$ cat config.mk
export PLATFORM = sky130hd
export DESIGN_NAME = featuremap_pad_writer
export DESIGN_NICKNAME = d
export VERILOG_FILES = /design/src/rtl/featuremap_pad_writer.sv
export SDC_FILE = /design/constraint.sdc
export NUM_CORES = 1
export LEC_CHECK = 0
export ABC_AREA = 0
export ABC_CLOCK_PERIOD_IN_PS = 2400
export CORE_MARGIN = 2
export CORE_UTILIZATION = 40
export CTS_CLUSTER_SIZE = 12
export DETAILED_ROUTE_END_ITERATION = 10
export GPL_ROUTABILITY_DRIVEN = 0
export GPL_TIMING_DRIVEN = 0
export PLACE_DENSITY = 0.72
export SLEW_MARGIN = 20
export SYNTH_ARGS = -nofsm -noshare
export SYNTH_HDL_FRONTEND = slang
export SYNTH_SLANG_ARGS = --single-unit
export TNS_END_PERCENT = 100
$ cat constraint.sdc
create_clock -name clk -period 2.4 [get_ports clk]
set_clock_uncertainty 0.1 [all_clocks]
set_input_delay 0.36 -clock clk [delete_from_list [all_inputs] [get_ports clk]]
set_output_delay 0.36 -clock clk [all_outputs]
set_load 0.005 [all_outputs]
$ cat src/rtl/featuremap_pad_writer.sv
// Producer for one channel FIFO: takes an unpadded WIDTH x HEIGHT raster stream and
// writes the zero-padded (WIDTH+2) x (HEIGHT+2) raster, one word per issued write.
module featuremap_pad_writer #(
   parameter int DATA_WIDTH = 32,
   parameter int WIDTH      = 56,
   parameter int HEIGHT     = 56
) (
   input  logic                  clk,
   input  logic                  rst,
   input  logic [DATA_WIDTH-1:0] data_in,
   input  logic                  valid_in,
   output logic                  ready_in,
   input  logic                  fifo_almost_full,
   output logic                  wrreq,
   output logic [DATA_WIDTH-1:0] data_out,
   output logic                  frame_done
);

   localparam int CW = $clog2(WIDTH + 2);
   localparam int RW = $clog2(HEIGHT + 2);

   localparam logic [CW-1:0] C_ONE      = CW'(1);
   localparam logic [CW-1:0] C_LAST_INT = CW'(WIDTH);
   localparam logic [CW-1:0] C_LAST     = CW'(WIDTH + 1);
   localparam logic [RW-1:0] R_ONE      = RW'(1);
   localparam logic [RW-1:0] R_LAST_INT = RW'(HEIGHT);
   localparam logic [RW-1:0] R_LAST     = RW'(HEIGHT + 1);

   typedef enum logic [0:0] {
      S_IDLE = 1'b0,
      S_RUN  = 1'b1
   } state_t;

   state_t                state_q;
   logic [CW-1:0]         c_cnt_q;
   logic [CW-1:0]         c_cnt_d;
   logic [RW-1:0]         r_cnt_q;
   logic [RW-1:0]         r_cnt_d;
   logic                  interior_s;
   logic                  last_slot_s;
   logic                  fire_s;
   logic [DATA_WIDTH-1:0] slot_data_s;

   // Slot classification, write-issue decision and next raster position
   always_comb begin
      interior_s  = (r_cnt_q >= R_ONE) && (r_cnt_q <= R_LAST_INT) &&
                    (c_cnt_q >= C_ONE) && (c_cnt_q <= C_LAST_INT);
      last_slot_s = (r_cnt_q == R_LAST) && (c_cnt_q == C_LAST);

      fire_s = 1'b0;
      if ((state_q == S_RUN) && !fifo_almost_full) begin
         if (interior_s) begin
            fire_s = valid_in;
         end else begin
            fire_s = 1'b1;
         end
      end else begin
         fire_s = 1'b0;
      end

      ready_in = (state_q == S_RUN) && interior_s && !fifo_almost_full;

      if (interior_s) begin
         slot_data_s = data_in;
      end else begin
         slot_data_s = {DATA_WIDTH{1'b0}};
      end

      // Column wraps into the next row; the row wraps at end of frame
      if (c_cnt_q == C_LAST) begin
         c_cnt_d = {CW{1'b0}};
         if (r_cnt_q == R_LAST) begin
            r_cnt_d = {RW{1'b0}};
         end else begin
            r_cnt_d = r_cnt_q + R_ONE;
         end
      end else begin
         c_cnt_d = c_cnt_q + C_ONE;
         r_cnt_d = r_cnt_q;
      end
   end

   // Frame FSM with raster counters and registered FIFO write port
   always_ff @(posedge clk or posedge rst) begin
      if (rst) begin
         state_q    <= S_IDLE;
         c_cnt_q    <= {CW{1'b0}};
         r_cnt_q    <= {RW{1'b0}};
         wrreq      <= 1'b0;
         data_out   <= {DATA_WIDTH{1'b0}};
         frame_done <= 1'b0;
      end else begin
         case (state_q)
            S_IDLE: begin
               wrreq      <= 1'b0;
               frame_done <= 1'b0;
               c_cnt_q    <= {CW{1'b0}};
               r_cnt_q    <= {RW{1'b0}};
               if (valid_in) begin
                  state_q <= S_RUN;
               end else begin
                  state_q <= S_IDLE;
               end
            end
            S_RUN: begin
               if (fire_s) begin
                  wrreq      <= 1'b1;
                  data_out   <= slot_data_s;
                  frame_done <= last_slot_s;
                  c_cnt_q    <= c_cnt_d;
                  r_cnt_q    <= r_cnt_d;
                  if (last_slot_s) begin
                     state_q <= S_IDLE;
                  end else begin
                     state_q <= S_RUN;
                  end
               end else begin
                  wrreq      <= 1'b0;
                  frame_done <= 1'b0;
               end
            end
            default: begin
               state_q    <= S_IDLE;
               c_cnt_q    <= {CW{1'b0}};
               r_cnt_q    <= {RW{1'b0}};
               wrreq      <= 1'b0;
               frame_done <= 1'b0;
            end
         endcase
      end
   end

endmodule

==> results.toml <==
[cts]
clock_latency_ps = 300
clk_pin_slew_worst_paths_ps = 90
cts-htree-levels = 2
hold_buffers = 0
cts.sinks = 47
cts_buffer_depth = 2
cts_buffers = 5
root_buffer = "clkbuf_8"
cts_tree = "built"

[logic_synthesis]
yosys-top-cells-count = "dfrtp_1 (47), a22o_1 (32), inv_1 (12), nand2_1 (11)"
yosys-top-cells-area = "dfrtp_1 (57%), a22o_1 (14%), ha_1 (4.8%), inv_1 (2.2%), nand2_1 (2.0%)"
synthesis.nets = 223
yosysMostFrequentCell = "dfrtp_1"
ys_ff_latch = 47
synth_area_mm2 = 0.002076
ys_seq_area_share_pct = 56.66
syn_avg_cell_area_um2 = 11.60
synth_cells = 179
synthArstFlopShare_pct = 100.0
synth-edff-count = 0
synth_cell_types = 38
synth.top_cell.area_share_pct = 56.66
synth_top_cell_by_area = "dfrtp_1"
yosysWarnings = 0
synth_top_flop_cell = "dfrtp_1"

[final_layout]
fin_nets = 303
area_growth_pct = 45.21
design_area_mm2 = 0.003014
final_layout_size_suffix_gt1_share_pct = 14.23
stdcell_count = 330
diodes = 0

[routing]
drt_iter0_markers = 80
dr.pass1.iters = 4
wl_um = 4976
drtAntennaViolNets = 0
wl_per_cell_um = 15.08
viasPerCell = 5.167
drc = 0
vias = 1705

[placed_design]
numPortBuffers = 70
dp_hpwl_um = 3571
placed_area_mm2 = 0.002884
dp.cells = 320

[setup_path]
r2r-start = "r_cnt_q[0]"
required_ps = 1940
start_kind = "flip-flop"
worstReg2RegEnd = "r_cnt_q[3]"
cp.arrival_ps = 1840
worstSetupPathType = "reg -> out"
crit_path_max_incr_delay_ps = 400
cp_num_buf_inv = 2
reg2reg_depth = 9
cp_max_fo = 4
crit_start = "r_cnt_q[0]"
crit_family = "simple AND/OR/NAND/NOR gates"
cp.depth = 7
r2r_slack_ps = 120
path_cells = "inv_2 -> ha_1 -> or2b_1 -> a32oi_2 -> nand2_1 -> nor3_1 -> clkbuf_2"
slowest_stage = "dfrtp_1"
crit_path_end_kind = "primary output"

[global_route]
grt_pass1_wl_um = 8431
grt_max_degree = 27
grt_usage_pct = 18.03
grt_pass1_vias = 1672
antenna_found_initial = 0
grt_overflow = 0

[floorplanning]
rows = 26
die_y_um = 76.04
ioPinCount = 71
die_area_mm2 = 0.005781
fp.dieW_um = 76.04
start_util_pct = 41.17
core_area_mm2 = 0.005042

[timing]
period_needed_ps = 2297
fmax_ghz = 0.4354
fin_crit_sh_pct = 95.70
tightest_slew_ps = 468.6
finalHoldViolCount = 0
slew_viol_final = 0
setup_viol = 0
rsz0062_at_grt = "no"
slew_headroom_pct = 68.71

[worst_hold_path]
min_path_type = "in -> async"

[run]
cap_viol_max_count = 0

[pwr]
power_density_mw_per_mm2 = 822.6
p_leak_nw = 1.343
peakVddDrop_uv = 292.8

[outcome]
outcome = "finished clean"
layout make-up:
cell class,instances,area [um^2]
fillers,423,2028
flip-flops and latches,47,1177
multi-input cells,108,817.0
repair buffers,74,738.2
well taps,70,87.58
clock buffers,5,68.82
plain buffers,10,53.80
inverters,13,52.55
clock inverters,3,18.77
how the worst max path moves through the flow:
stage                    to  slack, ps
2_1_floorplan    r_cnt_q[3]        370
3_3_place_gp   data_out[12]       -130
3_5_place_dp       ready_in        -10
4_1_cts            ready_in         20
5_1_grt          r_cnt_q[3]          9
6_report           ready_in        100
cells in the final DEF (no fill, tap or decap), types with 3 or more instances in the layout:
cell,instances
clkdlybuf4s50_1,69
dfrtp_1,46
a22o_1,32
nand2_1,11
inv_1,8
nand3_1,8
ha_1,7
nor2_1,6
buf_2,5
clkbuf_8,5
inv_2,4
nor3_1,3
o21ai_0,3
nand4_1,3
o211ai_1,3
clkbuf_2,3
buf_4,3
per-layer routing:
| layer | routed length [um] | vias up | global-route usage (%) |
|---|---|---|---|
| met5 | 0 | - | 0 |
| li1 | - | 821 | - |
| met4 | 55 | 0 | 4.364 |
| met1 | 2209 | 819 | 24.84 |
| met2 | 2410 | 58 | 29.20 |
| met3 | 301 | 7 | 4.147 |
sequential cells by signal (all words and copies together) (netlist names):
register	cells
r_cnt_q	6
frame_done	1
data_out	32
state_q	1
c_cnt_q	6
wrreq	1
where the power goes:
part           internal (W)  switching (W)  leakage (nW)
combinational      0.000547       0.000319         0.708
sequential         0.000991       0.000144         0.587
clock              0.000205       0.000273        0.0483
total               0.00174       0.000737          1.34
stage by stage:
stage	power, W	hold WS [ps]	setup TNS [ps]	util (%)	setup WS (ps)
2_1_floorplan	0.001499	392.5	0	-	372.0
3_3_place_gp	0.001957	387.5	-6157	56.80	-133.2
3_5_place_dp	0.001991	390.5	-13.23	57.20	-13.23
4_1_cts	0.002490	310.0	0	59.21	24.57
5_1_grt	0.002653	322.7	0	59.78	9.160
6_report	0.002479	294.4	0	59.78	103.2
logic make-up (layout without fill, tap and decap cells):
kind of cell	after synthesis	in the layout	synth area share (%)
AO/OA/AOI/OAI	53	53	20.92
flip-flops	47	47	56.66
AND/OR/NAND/NOR	45	45	11.63
buffers and inverters	24	105	5.063
adder cells (fa/ha/maj)	8	8	4.822
XOR/XNOR	1	1	0.4220
multiplexers	1	1	0.4822
repair_timing:
action,CTS,global route
setup buffers,1,2
setup endpoints to repair,14,39
pin swaps,0,2
gates resized for setup,3,13
worst register-to-register path, stage by stage (launching register included):
cell	delay [ps]
dfrtp_1	400
inv_2	80
ha_1	150
or2b_1	240
a32oi_2	220
buf_4	140
a31o_2	300
clkinvlp_4	250
a41oi_1	200
a31oi_1	60
Power figures use the tool's default switching activity.
